**config.mk**
```make
export PLATFORM = sky130hd
export DESIGN_NAME = pc_gen
export DESIGN_NICKNAME = d
export VERILOG_FILES = /design/src/rtl/pc_gen.sv
export SDC_FILE = /design/constraint.sdc
export NUM_CORES = 1
export LEC_CHECK = 0
export ABC_AREA = 1
export CORE_MARGIN = 1.5
export CORE_UTILIZATION = 50
export DETAILED_ROUTE_END_ITERATION = 8
export PLACE_DENSITY = 0.8
export SYNTH_ARGS = -nofsm -noshare
export SYNTH_HDL_FRONTEND = slang
export SYNTH_SLANG_ARGS = --single-unit
```
**constraint.sdc**
```tcl
create_clock -name clk -period 5.3 [get_ports clk]
set_input_delay 1.06 -clock clk [delete_from_list [all_inputs] [get_ports clk]]
set_output_delay 1.06 -clock clk [all_outputs]
set_load 0.02 [all_outputs]
```
**src/rtl/pc_gen.sv**
```systemverilog
`default_nettype none
// +------------------------------------------------------------------------+
// | pc_gen: fetch PC generator with redirect priority and return stack    |
// | Rev 1.0                                                                |
// +------------------------------------------------------------------------+
module pc_gen #(
   parameter int                ADDR_W     = 32,
   parameter logic [ADDR_W-1:0] RESET_ADDR = 32'h8000_0000,
   parameter int                INST_BYTES = 4,
   parameter int                RAS_DEPTH  = 4
) (
   input  logic              clk,
   input  logic              rst,
   input  logic              stall,
   input  logic              flush_valid,
   input  logic [ADDR_W-1:0] flush_addr,
   input  logic              br_taken,
   input  logic [ADDR_W-1:0] br_addr,
   input  logic              jmp_valid,
   input  logic [ADDR_W-1:0] jmp_addr,
   input  logic              jr_valid,
   input  logic [ADDR_W-1:0] jr_addr,
   input  logic              call,
   input  logic              ret,
   output logic [ADDR_W-1:0] inst_address,
   output logic [ADDR_W-1:0] next_instaddress,
   output logic              ce,
   output logic              misalign,
   output logic              ras_empty,
   output logic              ras_full
);
   localparam int                c_PTR_W      = $clog2(RAS_DEPTH);
   localparam int                c_CNT_W      = $clog2(RAS_DEPTH + 1);
   localparam logic [ADDR_W-1:0] c_INC        = ADDR_W'(INST_BYTES);
   localparam logic [ADDR_W-1:0] c_ALIGN_MASK = ADDR_W'(INST_BYTES - 1);
   localparam logic [c_CNT_W-1:0] c_CNT_FULL  = c_CNT_W'(RAS_DEPTH);

   logic [ADDR_W-1:0]  pc_q, pc_d;
   logic               ce_q, ce_d;
   logic               misalign_q, misalign_d;
   logic [c_PTR_W-1:0] ptr_q, ptr_d;
   logic [c_CNT_W-1:0] cnt_q, cnt_d;
   logic [ADDR_W-1:0]  ras_q [RAS_DEPTH];

   logic               ras_we;
   logic [c_PTR_W-1:0] ras_wptr;
   logic [ADDR_W-1:0]  ras_top;
   logic [ADDR_W-1:0]  target;
   logic               redirect;
   logic               push;
   logic               pop;

   assign next_instaddress = pc_q + c_INC;
   assign inst_address     = pc_q;
   assign ce               = ce_q;
   assign misalign         = misalign_q;
   assign ras_empty        = (cnt_q == '0);
   assign ras_full         = (cnt_q == c_CNT_FULL);
   assign ras_top          = ras_q[ptr_q];

   always_comb begin
      pc_d       = pc_q;
      ce_d       = 1'b1;
      misalign_d = 1'b0;
      ptr_d      = ptr_q;
      cnt_d      = cnt_q;
      ras_we     = 1'b0;
      ras_wptr   = ptr_q;
      target     = '0;
      redirect   = 1'b0;
      push       = 1'b0;
      pop        = 1'b0;

      if (ce_q) begin
         if (flush_valid) begin
            target   = flush_addr;
            redirect = 1'b1;
            cnt_d    = '0;
         end else if (stall) begin
            pc_d = pc_q;
         end else if (jr_valid) begin
            // Return prediction falls back to the register target when the stack is empty
            pop      = ret && !ras_empty;
            push     = call;
            target   = pop ? ras_top : jr_addr;
            redirect = 1'b1;
         end else if (br_taken) begin
            target   = br_addr;
            redirect = 1'b1;
         end else if (jmp_valid) begin
            push     = call;
            target   = jmp_addr;
            redirect = 1'b1;
         end else begin
            pc_d = next_instaddress;
         end

         if (redirect) begin
            pc_d       = target & ~c_ALIGN_MASK;
            misalign_d = |(target & c_ALIGN_MASK);
         end

         // Pop-then-push collapses to rewriting the top in place
         if (pop && push) begin
            ras_we = 1'b1;
         end else if (pop) begin
            ptr_d = ptr_q - 1'b1;
            cnt_d = cnt_q - 1'b1;
         end else if (push) begin
            ptr_d    = ptr_q + 1'b1;
            ras_wptr = ptr_q + 1'b1;
            ras_we   = 1'b1;
            if (!ras_full) begin
               cnt_d = cnt_q + 1'b1;
            end
         end
      end
   end

   always_ff @(posedge clk or posedge rst) begin
      if (rst) begin
         pc_q       <= RESET_ADDR;
         ce_q       <= 1'b0;
         misalign_q <= 1'b0;
         ptr_q      <= '0;
         cnt_q      <= '0;
      end else begin
         pc_q       <= pc_d;
         ce_q       <= ce_d;
         misalign_q <= misalign_d;
         ptr_q      <= ptr_d;
         cnt_q      <= cnt_d;
      end
   end

   // Entry storage carries no reset; entries are only read once written
   always_ff @(posedge clk) begin
      if (ras_we) begin
         ras_q[ras_wptr] <= next_instaddress;
      end
   end

endmodule
`default_nettype wire

```
==> run metrics <==
# Post-CTS Setup Buffers 0; Post-synth EDFFs 120; initial antenna violation count 0; worst hold slack 0.492 ns; vias in the first global route ~8000; worst setup path class reg -> out; Initial Util approximately half; RSZ-0062 raised after global routing false; Startpoint Class register; quantity of I/O buffers inserted on ports 200; Area Overhead vs Synth 30.0%; area leader, netlist edfxtp_1; drt pass-1 iters 7; status complete, no violations; final instance area approximately 12000 um2; # hold bufs at CTS 0; CP Capture Type output port; Period minus WS final approximately 4 ns; Final ANT Viol Nets 0; final hold violations 0; Post-Syn Area 8960 um2; DP Wirelength about 21000 um; Synth warnings 0; io pins between 200 and 250; Setup TNS 0 ns; static leakage between 4 and 5 nW; core area about 17000 um2; Vias 8598; Worst VDD drop approximately 0.28 mV; pin count of the biggest net entering global routing between 60 and 70; routed wire length 29200 um; CP Max Fanout 8; Commonest cells post-synth nand2_1 (460), nand3_1 (134), edfxtp_1 (120), a21oi_1 (96), inv_1 (65); clock buffer depth 2; Tightest Pin Transition approximately 0.84 ns; ratio of cells with drive above 1 in the final layout ~6.7%; overall global routing resource usage between 30% and 40%; Die Wd between 100 and 150 um; WL per Instance around 19 um; # fillers 1398; Mapped Avg Cell Area slightly below 8 um2; FF+latch count, synth roughly 160; sequential share of the synthesized area between 50 and 60%; most area-consuming cells after synthesis edfxtp_1 (40%), nand2_1 (19%), dfrtp_1 (10%); placer congestion estimate between 0.9 and 1; CTS tree yes; synth unique cells 38; cell with the most instances after synthesis nand2_1; Ant. Diodes 0; Worst-Skew Late Latency approximately 0.43 ns; total chip power approximately 4.0 mW; Die Height around 140 um; CP required about 4.2 ns; Worst Clk Skew a little over 0.01 ns; # nets final 1455; worst min-delay path category reg -> reg; CTS buffer count 17; CTS root buffer clkbuf_16; Clock Sinks between 150 and 200; Placed Instance Area between 10000 and 15000 um2; pins over their slew limit 0; Vias/cell approximately 5.5; max cap viols 0; endpoints failing setup 0; DRC Markers 0; Yosys top cell area share between 40% and 50%; crit share post-route between 70% and 80%; post-synthesis instance total 1136; CP Data Arrival Time 2.92 ns; Worst slew margin 44.2%; Starting DRT DRC Count approximately 1000; pwr dens between 300 and 400 nW/um2; die area approximately 19000 um2; num rows 48; clock transition at the registers of the reported paths approximately 0.060 ns; H-tree levels 4; global route total overflow 0; first-pass GRT wire length around 43000 um; Synth async-reset ratio 23.6%; ys flop type edfxtp_1; post-CTS resize count 0; FMAX ~0.25 GHz
through the flow:
stage	cells	utilization, %	setup WS, ns
detailed placement	1520	63.5	1.05
CTS	1552	66.9	1.35
global route	1552	66.9	1.14
finish	1552	66.9	1.32
global placement	1520	63.5	1.10
floorplan	1139	-	1.71
power by group:
group / switching [mW] / total (mW) / internal [mW] / leakage (nW)
registers: 0.129 / 1.56 / 1.43 / 1.55
clock network: 0.516 / 1.22 / 0.703 / 0.292
logic: 0.757 / 1.22 / 0.468 / 2.95
worst max-delay path, stage by stage, from the launching register on:
cell,delay (ns)
dfrtp_1,0.51
ha_1,0.37
inv_1,0.09
nor2_2,0.22
nand2_2,0.11
nor2_2,0.16
nand3_1,0.11
nand2_1,0.25
clkdlybuf4s50_1,0.69
sequential cells by signal (all words and copies together), names as in the netlist:
| signal | flops |
|---|---|
| ce | 1 |
| cnt_q | 3 |
| inst_address | 30 |
| misalign | 1 |
| ptr_q | 2 |
| ras_q | 120 |
layer usage:
layer  share of wire, %  wire (um)  up-vias  track usage, %
li1                   -          -     4083               -
met3                9.9       2900       49            5.78
met2                 47      13800      506            51.2
met1                 40      11700     3960            43.2
met5                  0          0        -               0
met4                2.4        708        0            9.71
layout by cell type, fill, tap and decap left out, types with 2 or more instances in the layout:
master           synthesis  final
clkdlybuf4s50_1          0    200
o211ai_1                 7      7
nor2_1                  63     59
ha_1                     4      4
dfrtp_1                 36     35
o21ai_0                 15     15
o211ai_2                 2      2
conb_1                   2      5
inv_8                    0      3
xnor2_1                  4      4
clkinv_1                 2      4
inv_1                   65     65
xor2_1                   4      4
nand3b_1                16     16
o21ai_1                  5      5
clkinv_4                 0      4
buf_4                   11     15
nor2_2                   7     11
nand2_1                460    460
or2_2                    7      7
inv_2                    6      6
edfxtp_1               120    120
bufinv_16                0      2
nand3_4                  2      2
nand2_2                  7      7
nand3_1                134    134
inv_6                    0      2
clkbuf_16                0     17
nand4_1                  3      3
a21oi_1                 96     96
clkinv_2                 0      2
final timing paths:
check,end,cells after the start,start,slack (ns)
max in group asynchronous,ptr_q[0],3,rst,3.83
setup / recovery,next_instaddress[26],8,inst_address[2],1.32
setup reg to reg,ras_q[2][25],11,cnt_q[0],2.21
hold / removal,inst_address[31],2,inst_address[31],0.49
min in group asynchronous,inst_address[7],3,rst,1.06
hold reg to reg,inst_address[31],2,inst_address[31],0.49
area by class of cell:
type,count,area [um2],share of cell area [%]
sequential,157,4530,38.9
inverter,73,274,2.35
multi-input combinational,849,3830,32.9
timing repair buffer,216,2130,18.3
tap,225,282,2.42
clock buffer,17,425,3.65
clock inverter,15,164,1.41
cell families after synthesis:
| logic type | after synthesis | synth area share [%] |
|---|---|---|
| and+or+nand+nor | 703 | 33.2 |
| xor gates and xnor gates | 8 | 0.782 |
| AOI/OAI and AO/OA | 129 | 7.81 |
| other | 2 | 0.0838 |
| DFF | 157 | 50.6 |
| buffers and inverters | 133 | 6.97 |
| adders and majority gates | 4 | 0.559 |
No activity file was read; power rests on OpenSTA's default activity.
